==> config.mk <==
export PLATFORM = sky130hd
export DESIGN_NAME = key_step_conditioner_flat
export DESIGN_NICKNAME = d
export VERILOG_FILES = /design/src/rtl/key_step_conditioner_if.sv /design/src/rtl/key_step_conditioner.sv /design/src/flat_wrapper.sv
export SDC_FILE = /design/constraint.sdc
export NUM_CORES = 1
export LEC_CHECK = 0
export ABC_AREA = 1
export CAP_MARGIN = 25
export CORE_ASPECT_RATIO = 0.75
export CORE_UTILIZATION = 30
export DETAILED_ROUTE_END_ITERATION = 7
export SYNTH_ARGS = -nofsm -noshare
export SYNTH_HDL_FRONTEND = slang
export SYNTH_SLANG_ARGS = --single-unit
==> constraint.sdc <==
create_clock -name SYS_clk -period 1.7 [get_ports SYS_clk]
set_clock_uncertainty 0.15 [all_clocks]
set_input_delay 0.17 -clock SYS_clk [delete_from_list [all_inputs] [get_ports SYS_clk]]
set_output_delay 0.17 -clock SYS_clk [all_outputs]
set_load 0.02 [all_outputs]
==> src/rtl/key_step_conditioner_if.sv <==
// Push-button bundle between the board key pins and the key_step_conditioner.
// master: board/stimulus side; slave: conditioner side.
interface key_step_conditioner_if #(
  parameter int unsigned NUM_KEYS = 4
);

  logic [NUM_KEYS-1:0] KEY_n;
  logic [NUM_KEYS-1:0] key_level;
  logic [NUM_KEYS-1:0] key_press;
  logic [NUM_KEYS-1:0] key_release;
  logic                step_pulse;

  modport master (
    output KEY_n,
    input  key_level,
    input  key_press,
    input  key_release,
    input  step_pulse
  );

  modport slave (
    input  KEY_n,
    output key_level,
    output key_press,
    output key_release,
    output step_pulse
  );

endinterface

==> src/rtl/key_step_conditioner.sv <==
// Synchronise and debounce the active-low board keys, emit press/release pulses and a
// single-step enable from key 0; KEY_AUTOREPEAT_EN adds auto-repeat while key 0 is held.
module key_step_conditioner #(
  parameter int unsigned NUM_KEYS        = 4,
  parameter int unsigned DEBOUNCE_CYCLES = 500000,
  parameter int unsigned REPEAT_DELAY    = 25000000,
  parameter int unsigned REPEAT_PERIOD   = 5000000
) (
  input logic                   SYS_clk,
  input logic                   SYS_rst,
  key_step_conditioner_if.slave keys
);

  localparam int unsigned DB_W = $clog2(DEBOUNCE_CYCLES + 1);
  localparam logic [DB_W-1:0] DB_LAST = DB_W'(DEBOUNCE_CYCLES - 1);

  // Degenerate timing values would break the no-back-to-back step guarantee.
  if (NUM_KEYS < 1 || DEBOUNCE_CYCLES < 1 || REPEAT_DELAY < 1 || REPEAT_PERIOD < 1)
  begin : g_bad_params
    $error("key_step_conditioner: NUM_KEYS, DEBOUNCE_CYCLES and REPEAT_* must be >= 1");
  end

  logic [NUM_KEYS-1:0] sync1_q;
  logic [NUM_KEYS-1:0] sync2_q;
  logic [NUM_KEYS-1:0] level_q;
  logic [NUM_KEYS-1:0] level_d;
  logic [NUM_KEYS-1:0] press_q;
  logic [NUM_KEYS-1:0] press_d;
  logic [NUM_KEYS-1:0] release_q;
  logic [NUM_KEYS-1:0] release_d;
  logic [DB_W-1:0]     db_cnt_q [NUM_KEYS];
  logic [DB_W-1:0]     db_cnt_d [NUM_KEYS];
  logic                step_q;
  logic                step_d;

  // Two-flop synchroniser, inverted to active-high.
  always_ff @(posedge SYS_clk) begin
    if (SYS_rst) begin
      sync1_q <= '0;
      sync2_q <= '0;
    end else begin
      sync1_q <= ~keys.KEY_n;
      sync2_q <= sync1_q;
    end
  end

  // Debounce: accept a change only after DEBOUNCE_CYCLES consecutive differing samples.
  always_comb begin
    level_d   = level_q;
    press_d   = '0;
    release_d = '0;
    for (int i = 0; i < int'(NUM_KEYS); i++) begin
      db_cnt_d[i] = '0;
      if (sync2_q[i] != level_q[i]) begin
        if (db_cnt_q[i] == DB_LAST) begin
          level_d[i]   = sync2_q[i];
          press_d[i]   = sync2_q[i];
          release_d[i] = ~sync2_q[i];
        end else begin
          db_cnt_d[i] = db_cnt_q[i] + DB_W'(1);
        end
      end
    end
  end

  always_ff @(posedge SYS_clk) begin
    if (SYS_rst) begin
      level_q   <= '0;
      press_q   <= '0;
      release_q <= '0;
      for (int i = 0; i < int'(NUM_KEYS); i++) begin
        db_cnt_q[i] <= '0;
      end
    end else begin
      level_q   <= level_d;
      press_q   <= press_d;
      release_q <= release_d;
      for (int i = 0; i < int'(NUM_KEYS); i++) begin
        db_cnt_q[i] <= db_cnt_d[i];
      end
    end
  end

`ifdef KEY_AUTOREPEAT_EN
  // Limits below 2 would allow a repeat step right after the previous one.
  localparam int unsigned DELAY_EFF  = (REPEAT_DELAY < 2) ? 2 : REPEAT_DELAY;
  localparam int unsigned PERIOD_EFF = (REPEAT_PERIOD < 2) ? 2 : REPEAT_PERIOD;
  localparam int unsigned RPT_MAX    = (DELAY_EFF > PERIOD_EFF) ? DELAY_EFF : PERIOD_EFF;
  localparam int unsigned RPT_W      = $clog2(RPT_MAX + 1);
  localparam logic [RPT_W-1:0] DELAY_LAST  = RPT_W'(DELAY_EFF - 1);
  localparam logic [RPT_W-1:0] PERIOD_LAST = RPT_W'(PERIOD_EFF - 1);

  localparam logic [0:0] IDLE = 1'b0;
  localparam logic [0:0] HELD = 1'b1;

  logic [0:0]       state_q;
  logic [0:0]       state_d;
  logic [RPT_W-1:0] rpt_cnt_q;
  logic [RPT_W-1:0] rpt_cnt_d;
  logic             first_q;
  logic             first_d;

  always_ff @(posedge SYS_clk) begin
    if (SYS_rst) begin
      state_q   <= IDLE;
      rpt_cnt_q <= '0;
      first_q   <= 1'b0;
      step_q    <= 1'b0;
    end else begin
      state_q   <= state_d;
      rpt_cnt_q <= rpt_cnt_d;
      first_q   <= first_d;
      step_q    <= step_d;
    end
  end

  // Step generator: press steps at once, then repeats while held; release wins over a repeat.
  always_comb begin
    state_d   = state_q;
    rpt_cnt_d = rpt_cnt_q;
    first_d   = first_q;
    step_d    = 1'b0;
    case (state_q)
      IDLE: begin
        step_d = press_d[0];
        if (press_d[0]) begin
          state_d   = HELD;
          rpt_cnt_d = '0;
          first_d   = 1'b1;
        end
      end
      HELD: begin
        if (release_d[0]) begin
          state_d   = IDLE;
          rpt_cnt_d = '0;
          first_d   = 1'b0;
        end else if (rpt_cnt_q == (first_q ? DELAY_LAST : PERIOD_LAST)) begin
          step_d    = 1'b1;
          rpt_cnt_d = '0;
          first_d   = 1'b0;
        end else begin
          rpt_cnt_d = rpt_cnt_q + RPT_W'(1);
        end
      end
      default: begin
        state_d   = IDLE;
        rpt_cnt_d = '0;
        first_d   = 1'b0;
      end
    endcase
  end
`else
  // One step per debounced press of key 0.
  always_comb begin
    step_d = press_d[0];
  end

  always_ff @(posedge SYS_clk) begin
    if (SYS_rst) begin
      step_q <= 1'b0;
    end else begin
      step_q <= step_d;
    end
  end
`endif

  assign keys.key_level   = level_q;
  assign keys.key_press   = press_q;
  assign keys.key_release = release_q;
  assign keys.step_pulse  = step_q;

endmodule

==> src/flat_wrapper.sv <==
// flat-port wrapper written by rule: the top's interface ports become plain ports
module key_step_conditioner_flat 
#(
  parameter int unsigned NUM_KEYS        = 4,
  parameter int unsigned DEBOUNCE_CYCLES = 500000,
  parameter int unsigned REPEAT_DELAY    = 25000000,
  parameter int unsigned REPEAT_PERIOD   = 5000000
)
  (SYS_clk, SYS_rst, keys_KEY_n, keys_key_level, keys_key_press, keys_key_release, keys_step_pulse);
  key_step_conditioner_if #(.NUM_KEYS(NUM_KEYS)) keys_i ();
  input logic SYS_clk;
  input logic SYS_rst;
  input wire logic [$bits(keys_i.KEY_n)-1:0] keys_KEY_n;
  output wire logic [$bits(keys_i.key_level)-1:0] keys_key_level;
  output wire logic [$bits(keys_i.key_press)-1:0] keys_key_press;
  output wire logic [$bits(keys_i.key_release)-1:0] keys_key_release;
  output wire logic [$bits(keys_i.step_pulse)-1:0] keys_step_pulse;
  assign keys_i.KEY_n = keys_KEY_n;
  assign keys_key_level = keys_i.key_level;
  assign keys_key_press = keys_i.key_press;
  assign keys_key_release = keys_i.key_release;
  assign keys_step_pulse = keys_i.step_pulse;
  key_step_conditioner #(.NUM_KEYS(NUM_KEYS), .DEBOUNCE_CYCLES(DEBOUNCE_CYCLES), .REPEAT_DELAY(REPEAT_DELAY), .REPEAT_PERIOD(REPEAT_PERIOD)) u_core (.SYS_clk(SYS_clk), .SYS_rst(SYS_rst), .keys(keys_i));
endmodule
==> impl_metrics.py, run 1 <==
metrics = {
    "grt": {
        "number_of_global_route_vias_before_repair": 3434,
        "grt_first_pass_wirelength_mm": 15.9,
        "antenna_found_initial": 0,
        "globalRouteOverflowTotal": 0,
        "grt_max_degree": 20,
        "gr-usage-all-layers": 0.130,
    },
    "placement": {
        "placed_cells_incl_taps": 900,
        "dp_worst_slack_ns": 0.00448,
        "dp_wirelength_mm": 7.05,
        "gp_congestion": 0.828,
        "placement.io_buffers": 18,
    },
    "floorplanning": {
        "die_h_um": 109,
        "io_pins": 19,
        "placement_rows": 38,
        "design.core.area_mm2": 0.0147,
        "initial_core_util": 0.313,
        "die_w_um": 145,
        "dieArea_mm2": 0.0158,
    },
    "clock_network": {
        "clock_sink_count": 96,
        "cts_max_path_buffers": 2,
        "cts.hold.buffers_added": 0,
        "tritoncts": "yes",
        "clk-insertion-delay-late_ns": 0.34,
        "htreeDepth": 3,
        "clk_pin_slew_worst_paths_ns": 0.07,
        "cts-root-buf": "clkbuf_16",
        "cts-buffers-inserted": 9,
    },
    "timing": {
        "finalHoldViolCount": 0,
        "worst_hold_slack_ns": 0.233,
        "worst-slew-pin-transition_ns": 0.306,
        "post-route-period-util": 0.967,
        "setup_viol_count_final": 0,
        "timing.setup.tns_ns": 0,
        "max-slew-margin-rel": 0.795,
        "worst_slack_ns": 0.0562,
        "report.final.slew_viol_count": 0,
        "layout_min_cycle_time_ns": 1.64,
        "fmax_mhz": 608,
    },
    "yosys": {
        "post-synth-top-area-fraction": 0.418,
        "synthFlopType": "dfxtp_1",
        "synth-edff-count": 0,
        "ys_types": 25,
        "synth.area.top_cells": "dfxtp_1 (42%), nand2_1 (13%), nor2_1 (12%)",
        "ys_ff_latch": 96,
        "syn-mean-instance-area_um2": 6.99,
        "asyncSetResetFlopFracSynth": 0,
        "synth_cells": 657,
        "synth_seq_area_share": 0.418,
        "synthesis.yosys.warnings": 0,
        "synth_fp_nets": 667,
        "synth_area_mm2": 0.00459,
        "synth_largest_area_cell": "dfxtp_1",
    },
    "outcome": {
        "outcome": "complete, no violations",
    },
    "route": {
        "dr.first_iter.drc_count": 215,
        "routed_via_density": 4.23,
        "wire_length_per_cell_after_detailed_routing_um": 10.3,
        "dr.pass1.iters": 5,
        "postRouteWirelength_mm": 9.51,
        "detail_route.drc_violations": 0,
        "detail-route-antenna-nets": 0,
        "detailroute.via_count": 3888,
    },
    "finish": {
        "drive_above_1_share": 0.143,
        "num_antenna_cells": 0,
        "fin_nets": 725,
        "syn_to_final_growth_pct": 22.4,
        "stdcell_count": 920,
    },
    "setup_path": {
        "worstPathMaxFanout": 8,
        "critical_setup_path_kind": "reg -> reg",
        "critical_path_required_ns": 1.79,
        "worstPathArrival_ns": 1.73,
        "crit_path_start_kind": "flip-flop",
        "endpoint_kind": "flip-flop",
        "r2r_setup_slack_ns": 0.06,
    },
    "power": {
        "leak_pwr_nw": 1.86,
        "fin_total_pwr_w": 0.00445,
        "vdd_ir_drop_max_uv": 364,
        "power_density_mw_per_mm2": 791,
    },
    "run": {
        "maxCapViolCount": 0,
    },
    "hold_path": {
        "hold_path_class": "in -> reg",
    },
}
## power by group
part / total [W] / switching [W] / internal, W
combinational: 0.0000845 / 0.0000433 / 0.0000412
sequential: 0.00227 / 0.00000678 / 0.00226
clock: 0.00210 / 0.000871 / 0.00122
## cell families (layout without fill, tap and decap cells)
family,Yosys count,after routing,synth area share
compound gates,46,46,0.0580
simple gates,400,400,0.378
xor+xnor,34,34,0.0648
flops,96,96,0.418
buf+inv,77,140,0.0703
fa+ha+maj,4,4,0.0109
## critical path: stages (launching register included)
cell and delay (ns):
dfxtp_1 0.35, ha_2 0.23, nand3_4 0.12, inv_4 0.10
nand3_4 0.10, o21ai_4 0.25, clkbuf_16 0.20, a21oi_1 0.04
## flip-flops by register name, indices dropped and copies added (netlist names)
signal	flops
u_core.keys.key_press	3
u_core.keys.key_release	4
u_core.keys.step_pulse	1
u_core.keys.key_level	4
u_core.sync1_q	4
u_core.db_cnt_q	76
u_core.sync2_q	4
## area by class of cell
cell class	count	area, um^2
clock buffer	12	256
clock inverter	4	51.3
fill	1524	9070
inverter	71	269
multi-input combinational	484	2380
sequential	96	1920
tap	200	250
timing repair buffer	53	497
## per-stage QoR
step,instance area [um^2],util
floorplan,4590,-
global placement,5240,0.356
detailed placement,5240,0.356
CTS,5540,0.377
global route,5620,0.383
finish,5620,0.383
## synth_stat cells, types with 10 or more instances
library cell / count
o21ai_0: 12
inv_1: 67
nand3_2: 10
nand3_1: 34
nor2_1: 142
dfxtp_1: 96
nand4_1: 10
a21oi_1: 30
xnor2_1: 13
nand2_1: 162
xor2_1: 21
nor2_2: 22
## path summary, 6_finish.rpt
path,startpoint,end,cells past startpoint
worst min register to register,u_core.sync1_q[1],u_core.sync2_q[1],2
worst max-delay path,u_core.db_cnt_q[0][0],u_core.db_cnt_q[0][13],7
worst min-delay path,keys_KEY_n[3],u_core.sync1_q[3],2
worst max register to register,u_core.db_cnt_q[0][0],u_core.db_cnt_q[0][13],7
## routing by layer
metal	up-vias	global-route usage	wire [um]
met2	54	0.184	3790
met3	9	0.0307	355
li1	2155	-	-
met5	-	0	0
met4	0	0.0451	93
met1	1670	0.189	5270
## timing repair
action,4_1_cts,5_1_grt
gates resized for setup,3,11
endpoints found under the setup margin,3,38
pin swaps,0,2
setup buffers,0,3
cloned,0,1
## placed cells by master, fill, tap and decap left out, types with 2 or more instances in the layout
cell type and count:
o21ai_4 3, nand4_1 10, nor2_2 24, buf_12 3, xor2_1 21, xnor2_1 13
a21oi_1 30, clkdlybuf4s50_1 14, o21ai_0 12, ha_2 2, nor2_1 140, nand3_1 34
buf_4 31, clkbuf_8 2, dfxtp_1 95, or2_2 8, nand2_1 161, inv_2 2
nand3_4 2, nand2_2 2, nor3_1 5, nand3b_1 3, clkbuf_16 10, nand3_2 8
inv_1 67, or2_0 3, ha_1 2, dlygate4sd2_1 3
Power figures use the tool's default switching activity.
==> run 2: changes to the inputs <==
Settings changed: DONT_BUFFER_PORTS set to 1.
==> run 2 against run 1 <==
  * Core utilization decreased by 1.3 points
  * Via count increased by 0.44%
  * Maximum frequency increased by 1.7%
  * Critical path type unchanged
  * Sequential share of layout area increased by 1.2 points
  * First-iteration DRC count decreased by 27%
  * Critical endpoint is now u_core.db_cnt_q[0][36]
==> impl_metrics.py, run 2 (synthesis gave the netlist of run 1 again) <==
metrics = {
    "setup_path": {
        "critical_setup_path_kind": "reg -> reg",
        "timing.critical_path.slowest_stage_cell": "dfxtp_1",
        "number_of_buffer_and_inverter_instances_along_the_worst_setup_path": 2,
        "worstPathMaxFanout": 8,
        "cell_by_cell_listing_of_the_critical_path": "ha_4 > nand3_4 > clkinv_1 > nand3_2 > o21ai_4 > clkbuf_16 > a21oi_1",
        "r2r_setup_slack_ns": 0.08,
        "path_delay_family": "flip-flops",
        "worstPathArrival_ns": 1.72,
        "critical-path-max-stage-delay_ns": 0.39,
        "endpoint_kind": "flip-flop",
        "crit_path_start_kind": "flip-flop",
        "critical_path_required_ns": 1.80,
        "rr_worst_depth": 7,
        "worst_r2r_endpoint": "u_core.db_cnt_q[0][36]",
        "worstReg2RegStart": "u_core.db_cnt_q[0][19]",
    },
    "placement": {
        "gp_congestion": 0.845,
        "placement.io_buffers": 0,
        "dp_wirelength_mm": 7.24,
    },
    "grt": {
        "number_of_global_route_vias_before_repair": 3559,
        "grt_max_degree": 20,
        "antenna_found_initial": 0,
        "grt_first_pass_wirelength_mm": 16.7,
        "gr-usage-all-layers": 0.139,
        "globalRouteOverflowTotal": 0,
    },
    "clock_network": {
        "cts-buffers-inserted": 9,
        "cts_max_path_buffers": 2,
        "clk_pin_slew_worst_paths_ns": 0.07,
        "cts-root-buf": "clkbuf_16",
        "tritoncts": "yes",
        "clk-insertion-delay-late_ns": 0.35,
        "clock_sink_count": 96,
        "htreeDepth": 3,
    },
    "route": {
        "detailroute.via_count": 3905,
        "detail-route-antenna-nets": 0,
        "detail_route.drc_violations": 0,
        "postRouteWirelength_mm": 9.95,
        "wire_length_per_cell_after_detailed_routing_um": 11.1,
        "dr.first_iter.drc_count": 157,
        "dr.pass1.iters": 4,
        "routed_via_density": 4.34,
    },
    "hold_path": {
        "hold_depth": 2,
        "timing.hold.worst_endpoint": "u_core.sync2_q[3]",
        "critical_hold_path_startpoint": "u_core.sync1_q[3]",
        "hold_path_class": "reg -> reg",
    },
    "timing": {
        "post-route-period-util": 0.951,
        "worst-slew-pin-transition_ns": 0.662,
        "max-slew-margin-rel": 0.558,
        "report.final.slew_viol_count": 0,
        "fmax_mhz": 619,
        "setup_viol_count_final": 0,
        "layout_min_cycle_time_ns": 1.62,
        "finalHoldViolCount": 0,
    },
    "finish": {
        "final_cell_mix": "nand2_1 (162), nor2_1 (140), dfxtp_1 (94)",
        "most_common_cell_after_layout_fill_and_taps_aside": "nand2_1",
        "largest_register_ffs": 76,
        "syn_to_final_growth_pct": 18.3,
        "postLayoutCoreUtil": 0.370,
        "largest-register": "u_core.db_cnt_q",
        "num_antenna_cells": 0,
        "fin_nets": 706,
        "drive_above_1_share": 0.130,
    },
    "power": {
        "switchingPower_w": 0.000919,
        "swShare": 0.219,
        "power_report.internal_total_w": 0.00329,
        "vdd_ir_drop_max_uv": 361,
        "power.share.sequential": 0.540,
        "leak_pwr_nw": 1.75,
        "comb_power_share": 0.021,
        "power_density_mw_per_mm2": 774,
        "power.clock.fraction": 0.440,
        "fin_total_pwr_w": 0.00420,
    },
    "floorplanning": {
        "dieArea_mm2": 0.0158,
        "placement_rows": 38,
        "initial_core_util": 0.313,
        "design.core.area_mm2": 0.0147,
        "die_w_um": 145,
        "die_h_um": 109,
        "io_pins": 19,
    },
    "outcome": {
        "outcome": "complete, no violations",
    },
    "run": {
        "maxCapViolCount": 0,
    },
}
## run 2: layout make-up
class / instances / area [um^2]
clock buffer: 10 / 229
clock inverter: 5 / 35.0
fill: 1560 / 9260
inverter: 71 / 267
multi-input combinational: 484 / 2380
sequential: 96 / 1920
tap: 200 / 250
timing repair buffer: 34 / 347
## run 2: per-layer routing
| layer | share of wire | GRT usage |
|---|---|---|
| met5 | 0 | 0 |
| met4 | 0.017 | 0.0541 |
| met3 | 0.037 | 0.0356 |
| met2 | 0.40 | 0.201 |
| met1 | 0.55 | 0.195 |
## run 2: worst max-delay path by stage
stage,cells past startpoint,slack [ns],to,start
final,7,0.08,u_core.db_cnt_q[0][36],u_core.db_cnt_q[0][19]
after global routing,7,-0.004,u_core.db_cnt_q[0][71],u_core.db_cnt_q[0][58]
after CTS,7,0.01,u_core.db_cnt_q[0][72],SYS_rst
after detailed placement,7,0.04,u_core.db_cnt_q[0][55],u_core.db_cnt_q[0][38]
after global placement,7,0.06,u_core.db_cnt_q[0][55],u_core.db_cnt_q[0][38]
after floorplan,7,0.11,u_core.db_cnt_q[0][12],u_core.db_cnt_q[0][0]
## run 2: worst min-delay path, cell delays in order (launching register included)
cell,delay [ns]
dfxtp_1,0.30
inv_1,0.04
nor2_1,0.03
## run 2: repair_timing
item	4_1_cts	5_1_grt
buffers inserted	0	1
gates resized for setup	0	13
setup endpoints to repair	0	44
hold buffers	9	0
hold endpoints to repair	27	0
## run 2: power groups by stage
stage | sequential (W) | combinational, W | clock (W)
2_1_floorplan | 0.00232 | 0.0000402 | 0
3_3_place_gp | 0.00232 | 0.0000600 | 0
3_5_place_dp | 0.00232 | 0.0000603 | 0
4_1_cts | 0.00227 | 0.0000824 | 0.00193
5_1_grt | 0.00227 | 0.0000957 | 0.00202
6_report | 0.00227 | 0.0000875 | 0.00185
## run 2: per-stage QoR
stage                TNS, ns  instances  area (um^2)  hold WS (ns)  setup slack, ns
floorplan                  0        657         4590        0.0867            0.111
global placement           0        874         5000        0.0885           0.0634
detailed placement         0        874         5000        0.0890           0.0361
CTS                        0        898         5350         0.264           0.0100
global route        -0.00713        900         5440         0.274         -0.00393
finish                     0        900         5440         0.263           0.0838
==> run 3: changes to the inputs <==
Settings changed: CTS_CLUSTER_DIAMETER set to 100, SETUP_SLACK_MARGIN set to 0.1.
==> run 3 against run 2 <==
  * Routed wire length up 1.6%
  * Die area unchanged
  * Combinational power up 1%
  * Critical endpoint is now u_core.db_cnt_q[0][10]
  * Largest cell class unchanged
  * Highest routed layer unchanged
==> impl_metrics.py, run 3 (synthesis gave the netlist of run 1 again) <==
metrics = {
    "clock_network": {
        "cts_max_path_buffers": 2,
        "htreeDepth": 3,
        "clock_sink_count": 96,
        "cts-root-buf": "clkbuf_16",
        "cts-buffers-inserted": 9,
        "tritoncts": "yes",
        "clk_pin_slew_worst_paths_ns": 0.06,
        "clk-insertion-delay-late_ns": 0.35,
    },
    "finish": {
        "largest_register_ffs": 76,
        "drive_above_1_share": 0.169,
        "syn_to_final_growth_pct": 21.8,
        "footprint_of_the_flip_flops_and_latches_mm2": 0.00194,
        "most_common_cell_after_layout_fill_and_taps_aside": "nand2_1",
        "num_antenna_cells": 0,
        "multi_input_area_mm2": 0.00248,
        "final_cell_mix": "nand2_1 (160), nor2_1 (132), dfxtp_1 (85)",
        "largest-register": "u_core.db_cnt_q",
        "num-fill-cells": 1545,
        "fin_nets": 711,
    },
    "timing": {
        "worst-slew-pin-transition_ns": 0.482,
        "setup_repair_after_global_routing_missed_its_margin": "true",
        "layout_min_cycle_time_ns": 1.57,
        "max-slew-margin-rel": 0.678,
        "fmax_mhz": 638,
        "timing.setup.tns_ns": 0,
        "setup_viol_count_final": 0,
        "report.final.slew_viol_count": 0,
        "finalHoldViolCount": 0,
        "post-route-period-util": 0.923,
    },
    "setup_path": {
        "worst_setup_path_startpoint": "u_core.db_cnt_q[0][1]",
        "worstReg2RegStart": "u_core.db_cnt_q[0][1]",
        "critical_setup_path_kind": "reg -> reg",
        "worstPathArrival_ns": 1.66,
        "endpoint_kind": "flip-flop",
        "worstPathMaxFanout": 7,
        "rr_worst_depth": 7,
        "crit_path_start_kind": "flip-flop",
        "critical_path_required_ns": 1.79,
    },
    "placement": {
        "gp_congestion": 0.845,
        "placement.io_buffers": 0,
        "dp_wirelength_mm": 7.24,
    },
    "hold_path": {
        "hold_depth": 2,
        "hold_path_class": "reg -> reg",
        "critical_hold_path_startpoint": "u_core.sync1_q[0]",
    },
    "grt": {
        "antenna_found_initial": 0,
        "gr-usage-all-layers": 0.140,
        "grt_first_pass_wirelength_mm": 16.7,
        "globalRouteOverflowTotal": 0,
        "grt_max_degree": 20,
        "number_of_global_route_vias_before_repair": 3583,
    },
    "power": {
        "vdd_ir_drop_max_uv": 364,
        "power_density_mw_per_mm2": 753,
        "leak_pwr_nw": 1.77,
        "fin_total_pwr_w": 0.00421,
    },
    "route": {
        "dr.first_iter.drc_count": 169,
        "routed_via_density": 4.38,
        "postRouteWirelength_mm": 10.1,
        "dr.pass1.iters": 4,
        "detail-route-antenna-nets": 0,
        "detail_route.drc_violations": 0,
        "detailroute.via_count": 3960,
        "wire_length_per_cell_after_detailed_routing_um": 11.2,
    },
    "floorplanning": {
        "die_h_um": 109,
        "io_pins": 19,
        "design.core.area_mm2": 0.0147,
        "initial_core_util": 0.313,
        "dieArea_mm2": 0.0158,
        "die_w_um": 145,
        "placement_rows": 38,
    },
    "run": {
        "maxCapViolCount": 0,
    },
    "outcome": {
        "outcome": "complete, no violations",
    },
}
-- run 3: cell types whose count changed in the layout (fill, tap and decap cells not counted), sizes merged --
cell,before,now
buf,24,27
clkinv,6,5
dlygate4sd3,8,11
dlymetal6s4s,1,0
inv,69,70
-- run 3: final cells by class --
cell class	instances	share of cell area
multi-input combinational	484	0.444
inverter	71	0.0481
clock buffer	10	0.0409
tap	200	0.0447
timing repair buffer	39	0.0691
clock inverter	5	0.00626
sequential	96	0.347
-- run 3: per-stage QoR --
step           cells  hold WS, ns  area, um^2  setup slack, ns  utilization
3_5_place_dp     874       0.0890        5000           0.0361        0.340
6_report         905        0.274        5590            0.132        0.381
4_1_cts          903        0.265        5410            0.109        0.369
5_1_grt          905        0.280        5590           0.0683        0.381
2_1_floorplan    657       0.0867        4590            0.111            -
3_3_place_gp     874       0.0885        5000           0.0634        0.340
-- run 3: critical path, stage by stage (launching register included) --
cell and delay (ns):
dfxtp_4 0.36, ha_4 0.15, nand3_4 0.10, inv_4 0.08
nand3_4 0.10, o21ai_4 0.26, clkbuf_16 0.21, nor2_2 0.03
-- run 3: path summary, 6_finish.rpt --
check | slack [ns] | endpoint
min reg2reg | 0.27 | u_core.sync2_q[0]
max | 0.13 | u_core.db_cnt_q[0][10]
min | 0.27 | u_core.sync2_q[0]
max reg2reg | 0.13 | u_core.db_cnt_q[0][10]
-- run 3: timing repair --
item,4_1_cts,5_1_grt
setup endpoints to repair,12,75
pin swaps,1,4
hold endpoints to repair,23,0
hold buffers,11,0
resized for setup,6,44
buffers inserted,3,1
cloned,0,1
-- run 3: per-layer routing --
metal | part of all wire | global-route usage
met1 | 0.53 | 0.193
met4 | 0.015 | 0.0541
met3 | 0.042 | 0.0356
met2 | 0.41 | 0.207
met5 | 0 | 0
-- run 3: power by group --
group / switching (W) / leakage [nW] / total [W] / internal [W]
registers: 0.00000937 / 0.781 / 0.00227 / 0.00226
clock network: 0.000870 / 0.128 / 0.00185 / 0.000984
logic: 0.0000436 / 0.862 / 0.0000888 / 0.0000452
total: 0.000923 / 1.77 / 0.00421 / 0.00329
